**config.mk**
```make
export PLATFORM = sky130hd
export DESIGN_NAME = dense_layer_mac
export DESIGN_NICKNAME = d
export VERILOG_FILES = /design/src/rtl/nn_pkg.sv /design/src/rtl/mac_unit.sv /design/src/rtl/dense_layer_mac.sv
export SDC_FILE = /design/constraint.sdc
export NUM_CORES = 1
export LEC_CHECK = 0
export BUFFER_PORTS_ARGS = -buffer_cell sky130_fd_sc_hd__buf_2
export CORE_MARGIN = 10
export CORE_UTILIZATION = 52
export CTS_BUF_LIST = sky130_fd_sc_hd__clkbuf_8
export DETAILED_ROUTE_END_ITERATION = 8
export MAX_ROUTING_LAYER = met4
export PLACE_DENSITY = 0.84
export SYNTH_ARGS = -nofsm -noshare
export SYNTH_HDL_FRONTEND = slang
export SYNTH_SLANG_ARGS = --single-unit
```
**constraint.sdc**
```tcl
create_clock -name clk -period 3.5 [get_ports clk]
set_clock_uncertainty 0.05 [all_clocks]
set_input_delay 0.175 -clock clk [delete_from_list [all_inputs] [get_ports clk]]
set_output_delay 0.175 -clock clk [all_outputs]
set_load 0.01 [all_outputs]
```
**src/rtl/nn_pkg.sv**
```systemverilog
// Shared constants and types for the fully-connected layer: geometry,
// datapath widths and the sequencer state encoding.
package nn_pkg;

  localparam int N_IN      = 784;
  localparam int N_OUT     = 10;
  localparam int ADDR_W    = 13;
  localparam int XADDR_W   = 10;
  localparam int W_W       = 8;
  localparam int X_W       = 8;
  localparam int ACC_W     = 26;
  localparam int IDX_W     = 4;
  localparam int ROM_DEPTH = N_IN * N_OUT;
  localparam int PROD_W    = W_W + X_W + 1;

  localparam logic [ADDR_W-1:0]  LAST_W_ADDR = ADDR_W'(ROM_DEPTH - 1);
  localparam logic [XADDR_W-1:0] LAST_IN     = XADDR_W'(N_IN - 1);
  localparam logic [IDX_W-1:0]   LAST_OUT    = IDX_W'(N_OUT - 1);

  typedef enum logic [2:0] {
    IDLE  = 3'd0,
    RUN   = 3'd1,
    DRAIN = 3'd2,
    EMIT  = 3'd3,
    DONE  = 3'd4
  } state_t;

  // Signed weight times unsigned pixel, sign-extended to accumulator width.
  function automatic logic signed [ACC_W-1:0] mul_ext(input logic [W_W-1:0] w,
                                                      input logic [X_W-1:0] x);
    logic signed [PROD_W-1:0] p;
    p = $signed(w) * $signed({1'b0, x});
    return {{(ACC_W - PROD_W){p[PROD_W-1]}}, p};
  endfunction

endpackage

```
**src/rtl/mac_unit.sv**
```systemverilog
// Registered signed x unsigned multiply followed by accumulate. The acc output
// already includes any product still in flight, so it is final one cycle after en drops.
module mac_unit
  import nn_pkg::*;
(
  input  logic                    clk,
  input  logic                    rst,
  input  logic                    clr,
  input  logic                    en,
  input  logic [W_W-1:0]          w,
  input  logic [X_W-1:0]          x,
  output logic signed [ACC_W-1:0] acc
);

  logic signed [ACC_W-1:0] prod_r;
  logic signed [ACC_W-1:0] acc_r;
  logic                    prod_v_r;

  // running sum including the pending product
  always_comb begin
    acc = acc_r;
    if (prod_v_r) begin
      acc = acc_r + prod_r;
    end else begin
      acc = acc_r;
    end
  end

  // product pipeline stage and accumulator
  always_ff @(posedge clk or posedge rst) begin
    if (rst) begin
      prod_r   <= '0;
      prod_v_r <= 1'b0;
      acc_r    <= '0;
    end else if (clr) begin
      prod_r   <= '0;
      prod_v_r <= 1'b0;
      acc_r    <= '0;
    end else begin
      acc_r <= acc;
      if (en) begin
        prod_r   <= mul_ext(w, x);
        prod_v_r <= 1'b1;
      end else begin
        prod_v_r <= 1'b0;
      end
    end
  end

endmodule

```
**src/rtl/dense_layer_mac.sv**
```systemverilog
// Sequencer for one fully-connected layer: streams weights/pixels through the
// MAC, emits one dot product per neuron, then pulses done.
module dense_layer_mac
  import nn_pkg::*;
(
  input  logic               clk,
  input  logic               rst,
  input  logic               start,
  output logic               busy,
  output logic               done,
  output logic [ADDR_W-1:0]  w_addr,
  input  logic [W_W-1:0]     w_data,
  output logic [XADDR_W-1:0] x_addr,
  input  logic [X_W-1:0]     x_data,
  output logic               out_valid,
  output logic [IDX_W-1:0]   out_idx,
  output logic [ACC_W-1:0]   out_acc
);

  state_t                  state_r, state_s;
  logic [XADDR_W-1:0]      in_idx_r;
  logic [IDX_W-1:0]        neuron_r;
  logic                    last_in_s, last_neuron_s;
  logic                    mac_clr_s, mac_en_s, busy_s, done_s, valid_s;
  logic signed [ACC_W-1:0] acc_s;

  assign last_in_s     = (in_idx_r == LAST_IN);
  assign last_neuron_s = (neuron_r == LAST_OUT);

  mac_unit u_mac (
    .clk (clk),
    .rst (rst),
    .clr (mac_clr_s),
    .en  (mac_en_s),
    .w   (w_data),
    .x   (x_data),
    .acc (acc_s)
  );

  // state register
  always_ff @(posedge clk or posedge rst) begin
    if (rst) begin
      state_r <= IDLE;
    end else begin
      state_r <= state_s;
    end
  end

  // next-state logic
  always_comb begin
    state_s = state_r;
    case (state_r)
      IDLE:    state_s = start ? RUN : IDLE;
      RUN:     state_s = last_in_s ? DRAIN : RUN;
      DRAIN:   state_s = EMIT;
      EMIT:    state_s = last_neuron_s ? DONE : RUN;
      DONE:    state_s = IDLE;
      default: state_s = IDLE;
    endcase
  end

  // control decode; status outputs are derived from the next state so they register in step with it
  always_comb begin
    mac_en_s  = (state_r == RUN);
    mac_clr_s = (state_r == IDLE) || (state_r == EMIT);
    busy_s    = (state_s != IDLE);
    done_s    = (state_s == DONE);
    valid_s   = (state_s == EMIT);
  end

  // counters, addresses and registered outputs
  always_ff @(posedge clk or posedge rst) begin
    if (rst) begin
      busy      <= 1'b0;
      done      <= 1'b0;
      out_valid <= 1'b0;
      out_idx   <= '0;
      out_acc   <= '0;
      w_addr    <= '0;
      x_addr    <= '0;
      in_idx_r  <= '0;
      neuron_r  <= '0;
    end else begin
      busy      <= busy_s;
      done      <= done_s;
      out_valid <= valid_s;
      if (valid_s) begin
        out_idx <= neuron_r;
        out_acc <= acc_s;
      end
      case (state_r)
        IDLE: begin
          if (start) begin
            neuron_r <= '0;
            in_idx_r <= '0;
            w_addr   <= '0;
            x_addr   <= '0;
          end
        end
        RUN: begin
          // wrap at the end of the ROM so the address never leaves 0..ROM_DEPTH-1
          w_addr <= (w_addr == LAST_W_ADDR) ? '0 : w_addr + ADDR_W'(1);
          if (last_in_s) begin
            x_addr <= '0;
          end else begin
            in_idx_r <= in_idx_r + XADDR_W'(1);
            x_addr   <= x_addr + XADDR_W'(1);
          end
        end
        EMIT: begin
          in_idx_r <= '0;
          if (!last_neuron_s) begin
            neuron_r <= neuron_r + IDX_W'(1);
          end
        end
        default: ;
      endcase
    end
  end

endmodule

```
==> run_results.csv, run 1 <==
group,metric,value,unit
status,outcome,"finished, final reports clean",
clocking,clockBufferDepth,2,
yosys,synth_top_cell_by_area,"dfrtp_1",
global_route,antenna_found_initial,0,
yosys,synth.distinct_cells,73,
pwr,total_power,7.64,mW
placed_design,placed_cells,1281,
yosys,async_reset_ff_share,100,%
pwr,switching_share,43.7,%
placed_design,io_buffers,74,
pwr,p_clk_share,15.5,%
global_route,grt_pass1_vias,7551,
sta,slew_headroom,47.0,%
routing,drc_errors,0,
sta,tightestPinTransition,790,ps
floorplan,dieWidth,149,um
worst_hold_path,hold_class,"input pin to register",
routing,drtIter0Drc,378,
critical_path,regToRegStartpoint,"u_mac.prod_r[0]$_DFFE_PP0P_",
routing,wl,20900,um
worst_hold_path,timing.hold.worst.start,"x_data[0]",
critical_path,slowest_delay,540,ps
routing,vias,7397,
routing,first_pass_iters,5,
global_route,grt_pass1_wl,35500,um
critical_path,crit_type,"input pin to register",
sta,setup_viol,0,
clocking,insertion_delay,450,ps
sta,min_period_over_period,99.1,%
critical_path,setup.worst_path.start,"x_data[7]",
pwr,internal_power,4.30,mW
clocking,cts_buffers,17,
placed_design,pre_cts_ws,-575,ps
pwr,p_leak,4.90,nW
flow_run,maxCapViolCount,0,
sta,setup_slack,32.2,ps
sta,rsz0062_at_grt,"yes",
global_route,track_usage,19.7,%
critical_path,cpMostUsedCell,"fa_1",
sta,clock.fmax,0.288,GHz
pwr,p_sw,3.34,mW
cells_and_area,layout.cells.non_filler,1316,
yosys,syn-instance-count,978,
cells_and_area,antennaDiodeCount,0,
yosys,synth-edff-count,0,
placed_design,gp_congestion,0.919,
floorplan,core_area,16500,um2
pwr,seqPwrFrac,23.9,%
floorplan,rows,47,
worst_hold_path,whs_endpoint,"u_mac.prod_r[0]$_DFFE_PP0P_",
floorplan,die_y,149,um
yosys,avgSynthCellArea,8.87,um2
routing,wl_per_cell,15.9,um
critical_path,cpLargestDelayFamily,"adder cells",
critical_path,path_cells,"buf_2 -> nand2_2 -> fa_1 -> fa_1 -> inv_2 -> fa_1 -> inv_1 -> fa_1 -> inv_2 -> ha_4 -> inv_2 -> o21ai_2 -> a21oi_2 -> o31ai_2 -> mux2i_1 -> nand3_1",
clocking,cts_sinks,117,
critical_path,worstPathMaxFanout,4,
sta,hold_viol,0,
critical_path,cp-start-kind,"input pin",
critical_path,rrSetupSlack,580,ps
sta,drv_slew,0,
clocking,cts_root_buffer,"clkbuf_8",
critical_path,required,3790,ps
cells_and_area,fin_nets,1214,
global_route,overflow,0,
yosys,synth_nets,1108,
routing,vias_per_cell,5.62,
critical_path,cp.arrival,3750,ps
yosys,yosysTopAreaCellShare,33.7,%
sta,period_minus_slack,3470,ps
critical_path,path_buf_inv,5,
critical_path,crit_path_top_delay_cell,"fa_1",
critical_path,r2r_end,"out_acc[20]$_DFFE_PP0P_",
clocking,h-tree-depth,4,
cells_and_area,postLayoutCoreUtil,61.9,%
critical_path,end_kind,"register",
floorplan,dieArea,22300,um2
critical_path,r2r_cells,10,
yosys,synthTopCellsByArea,"dfrtp_1, ha_1, fa_1",
pwr,irDropWorstVdd,0.000395,V
yosys,yosysWarnings,0,
floorplan,ioPinCount,75,
cells_and_area,area_growth,17.4,%
cells_and_area,final_layout_size_suffix_gt1_share,20.3,%
pwr,powerDensity,749,nW/um2
placed_design,dpl-instance-area,9590,um2
yosys,ys_seq_area_share,33.7,%
yosys,ys.flop_type,"dfrtp_1",
yosys,synthTopCellsByCount,"nand2_1, dfrtp_1, o21ai_0",
sta,finalSetupTns,0,ps
global_route,grt_max_degree,64,
sta,fin_hold_ws,69.6,ps
worst_hold_path,worstHoldPathCells,3,
clocking,clk_pin_slew_worst_paths,70,ps
pwr,power_frac_comb,60.6,%
yosys,synth.most_common_cell,"nand2_1",
clocking,tritoncts,"done",
yosys,ys_ff_latch,117,
yosys,syn_area,8680,um2
cells_and_area,finalInstanceArea,10200,um2
routing,postRouteAntennaNets,0,
floorplan,start_util,52.7,%
placed_design,dp.final_hpwl,15600,um
==> power by group through the flow <==
stage          logic [mW]  registers [mW]  clock network (mW)
3_3_place_gp         4.27            1.83                   0
6_report             4.63            1.82                1.18
2_1_floorplan        3.42            1.76                   0
5_1_grt              5.18            1.85                1.25
4_1_cts              4.47            1.82                1.19
3_5_place_dp         4.41            1.84                   0
==> placed cells by master (no fill, tap or decap), types with 18 or more instances in the layout <==
cell type / n
nand2_1: 124
dfrtp_1: 117
nor2_1: 80
o21ai_0: 78
inv_1: 66
ha_1: 64
buf_2: 60
buf_4: 50
a21oi_1: 47
fa_1: 34
and2_1: 32
nand3_1: 30
xor2_1: 22
xnor2_1: 18
clkbuf_8: 18
==> cell families after synthesis <==
family	after synthesis	synth area share [%]
XOR/XNOR	40	4.04
flip-flops	117	33.7
adder cells (fa/ha/maj)	111	19.3
multiplexers	13	1.53
AND/OR/NAND/NOR	356	19.4
AO/OA/AOI/OAI	229	16.6
buffers and inverters	112	5.46
==> layout make-up <==
type,instances,area [um2]
timing repair buffer,119,783
fill,1341,6270
inverter,80,307
clock buffer,18,248
sequential,117,2930
clock inverter,13,119
tap,220,275
multi-input combinational,749,5530
==> metal layers <==
metal	wire length [um]	up-vias	part of all wire (%)	global-route usage, %
li1	-	3566	-	-
met1	9060	3603	43	24.2
met2	10600	190	51	32.9
met3	908	38	4.3	2.88
met4	327	0	1.6	5.79
met5	0	-	0	-
==> how the worst max path moves through the flow <==
stage / slack [ps] / endpoint / depth (start not counted)
after floorplan: -210 / u_mac.prod_r[24]$_DFFE_PP0P_ / 18
after global placement: -460 / u_mac.prod_r[24]$_DFFE_PP0P_ / 16
after detailed placement: -570 / u_mac.prod_r[15]$_DFFE_PP0P_ / 16
after CTS: 2 / u_mac.prod_r[24]$_DFFE_PP0P_ / 15
after global routing: -130 / u_mac.prod_r[24]$_DFFE_PP0P_ / 15
final: 30 / u_mac.prod_r[15]$_DFFE_PP0P_ / 16
==> what timing repair did <==
item	CTS	global route
pin swaps	14	10
endpoints found under the setup margin	6	7
endpoints found under the hold margin	55	0
hold buffers	2	0
gates resized for setup	18	46
buffers inserted	1	1
==> flip-flops by register name, summed over array words and instances (netlist names), 3 cells and up <==
register,count
w_addr,13
u_mac.prod_r,17
x_addr,10
in_idx_r,10
out_acc,26
out_idx,4
u_mac.acc_r,26
neuron_r,4
state_r,3
==> worst min-delay path: stages <==
cell	delay, ps
buf_6	100
buf_4	120
a32o_1	140
No activity file was read; power rests on OpenSTA's default activity.
==> run 2, diff against run 1 <==
PLACE_DENSITY = 0.74   (was 0.84)
==> run 2 against run 1 <==
Routed wire length decreased by 2.0%. Flip-flop and latch count unchanged. Critical endpoint is now u_mac.prod_r[24]$_DFFE_PP0P_. Fmax decreased by 0.57%. Total power increased by 2.3%. Core utilization increased by 0.78 points. Die area unchanged. Clock-buffer cell count unchanged. Register-to-register slack about the same. Sequential power about the same. First-iteration DRC count increased by 4.2%. Global-route usage decreased by 0.29 points. Clock power increased by 19%.
==> run_results.csv, run 2 (same netlist as run 1, synthesis figures left out) <==
group,metric,value,unit
critical_path,crit_type,"input pin to register",
global_route,overflow,0,
pwr,power_frac_comb,59.0,%
placed_design,dp.final_hpwl,15600,um
pwr,seqPwrFrac,23.1,%
clocking,cts_root_buffer,"clkbuf_8",
pwr,irDropWorstVdd,0.000461,V
cells_and_area,layout.cells.non_filler,1324,
routing,vias,7241,
global_route,grt_pass1_vias,7165,
routing,wl,20500,um
cells_and_area,top_regs,"out_acc (26), u_mac.acc_r (26), u_mac.prod_r (17)",
sta,hold_viol,0,
pwr,p_clk_share,17.9,%
routing,wl_per_cell,15.5,um
worst_hold_path,timing.hold.worst.start,"w_data[0]",
cells_and_area,final_layout_size_suffix_gt1_share,21.4,%
critical_path,end_kind,"register",
global_route,grt_pass1_wl,34600,um
critical_path,regToRegStartpoint,"u_mac.prod_r[24]$_DFFE_PP0P_",
cells_and_area,antennaDiodeCount,0,
routing,postRouteAntennaNets,0,
pwr,total_power,7.81,mW
sta,tightestPinTransition,750,ps
floorplan,start_util,52.7,%
critical_path,path_buf_inv,5,
worst_hold_path,hold_class,"input pin to register",
global_route,grt_max_degree,55,
sta,fin_hold_ws,93.0,ps
global_route,antenna_found_initial,0,
placed_design,dpl-instance-area,9620,um2
clocking,cts_buffers,17,
pwr,internal_power,4.51,mW
floorplan,dieArea,22300,um2
placed_design,io_buffers,74,
clocking,insertion_delay,450,ps
floorplan,rows,47,
critical_path,crit_path_top_delay_cell,"fa_1",
routing,drtIter0Drc,394,
critical_path,cpLargestDelayFamily,"adder cells",
sta,rsz0062_at_grt,"yes",
cells_and_area,finalInstanceArea,10300,um2
routing,first_pass_iters,5,
flow_run,maxCapViolCount,0,
placed_design,gp_congestion,0.931,
sta,period_minus_slack,3490,ps
sta,slew_headroom,49.7,%
floorplan,dieWidth,149,um
routing,drc_errors,0,
clocking,clk_pin_slew_worst_paths,70,ps
critical_path,rrSetupSlack,580,ps
cells_and_area,area_growth,18.9,%
clocking,clockBufferDepth,2,
sta,finalSetupTns,0,ps
cells_and_area,fin_nets,1221,
critical_path,setup.worst_path.start,"w_data[1]",
status,outcome,"finished, final reports clean",
critical_path,worstPathMaxFanout,7,
sta,clock.fmax,0.287,GHz
floorplan,core_area,16500,um2
sta,min_period_over_period,99.6,%
clocking,h-tree-depth,4,
critical_path,required,3810,ps
routing,vias_per_cell,5.47,
clocking,tritoncts,"done",
cells_and_area,final_common_cell,"nand2_1",
sta,setup_viol,0,
global_route,track_usage,19.4,%
floorplan,ioPinCount,75,
critical_path,slowest_delay,490,ps
critical_path,cp.arrival,3800,ps
clocking,cts_sinks,117,
cells_and_area,layout_common_cells,"nand2_1, dfrtp_1, nor2_1",
placed_design,placed_cells,1287,
floorplan,die_y,149,um
critical_path,path_cells,"buf_8 -> and2_4 -> ha_4 -> inv_2 -> fa_1 -> inv_2 -> ha_4 -> inv_2 -> fa_1 -> inv_2 -> ha_4 -> fa_2 -> a21o_1 -> a21oi_4 -> o21ai_4 -> o31ai_4 -> o311ai_2 -> xnor2_1 -> o21ai_1",
pwr,powerDensity,757,nW/um2
critical_path,cpMostUsedCell,"inv_2",
sta,drv_slew,0,
critical_path,cp-start-kind,"input pin",
pwr,switching_share,42.2,%
pwr,p_leak,4.96,nW
pwr,p_sw,3.30,mW
run 2: metal layers:
layer  share of wire [%]  track usage [%]
met1                  45             24.4
met2                  49             31.1
met3                 3.7             3.67
met4                 1.8             6.13
met5                   0                -
run 2: repair_timing:
item	in CTS	in global routing
hold buffers	2	0
pin swaps	1	21
resized for setup	0	67
setup endpoints to repair	3	6
hold endpoints to repair	53	0
buffers inserted	0	3
run 2: power groups by stage:
stage | logic, mW | registers (mW) | clock network, mW
2_1_floorplan | 3.42 | 1.76 | 0
4_1_cts | 4.39 | 1.80 | 1.42
3_5_place_dp | 4.35 | 1.83 | 0
6_report | 4.61 | 1.81 | 1.40
5_1_grt | 5.19 | 1.83 | 1.48
3_3_place_gp | 4.26 | 1.82 | 0
run 2: path summary, 6_finish.rpt:
path,end,depth (start not counted)
setup reg to reg,out_acc[23]$_DFFE_PP0P_,8
min in group asynchronous,x_addr[3]$_DFFE_PP0P_,3
max in group asynchronous,u_mac.acc_r[16]$_DFF_PP0_,4
hold / removal,u_mac.prod_r[0]$_DFFE_PP0P_,3
setup / recovery,u_mac.prod_r[24]$_DFFE_PP0P_,19
hold reg to reg,out_idx[2]$_DFFE_PP0P_,2
run 2: worst min-delay path: cells and delay by family:
family | cells | cell delay, ps
buf+inv | 2 | 220
compound gates | 1 | 150
run 2: layout make-up:
| class | instances | area (um2) |
|---|---|---|
| tap | 220 | 275 |
| multi-input combinational | 749 | 5550 |
| sequential | 117 | 2930 |
| inverter | 80 | 307 |
| fill | 1400 | 6150 |
| clock inverter | 14 | 200 |
| timing repair buffer | 126 | 811 |
| clock buffer | 18 | 248 |
run 2: metrics by stage:
stage	utilization (%)	setup slack [ps]
final	62.7	12.4
after global placement	58.4	-431
after detailed placement	58.4	-497
after CTS	61.3	8.73
after floorplan	-	-206
after global routing	62.7	-102
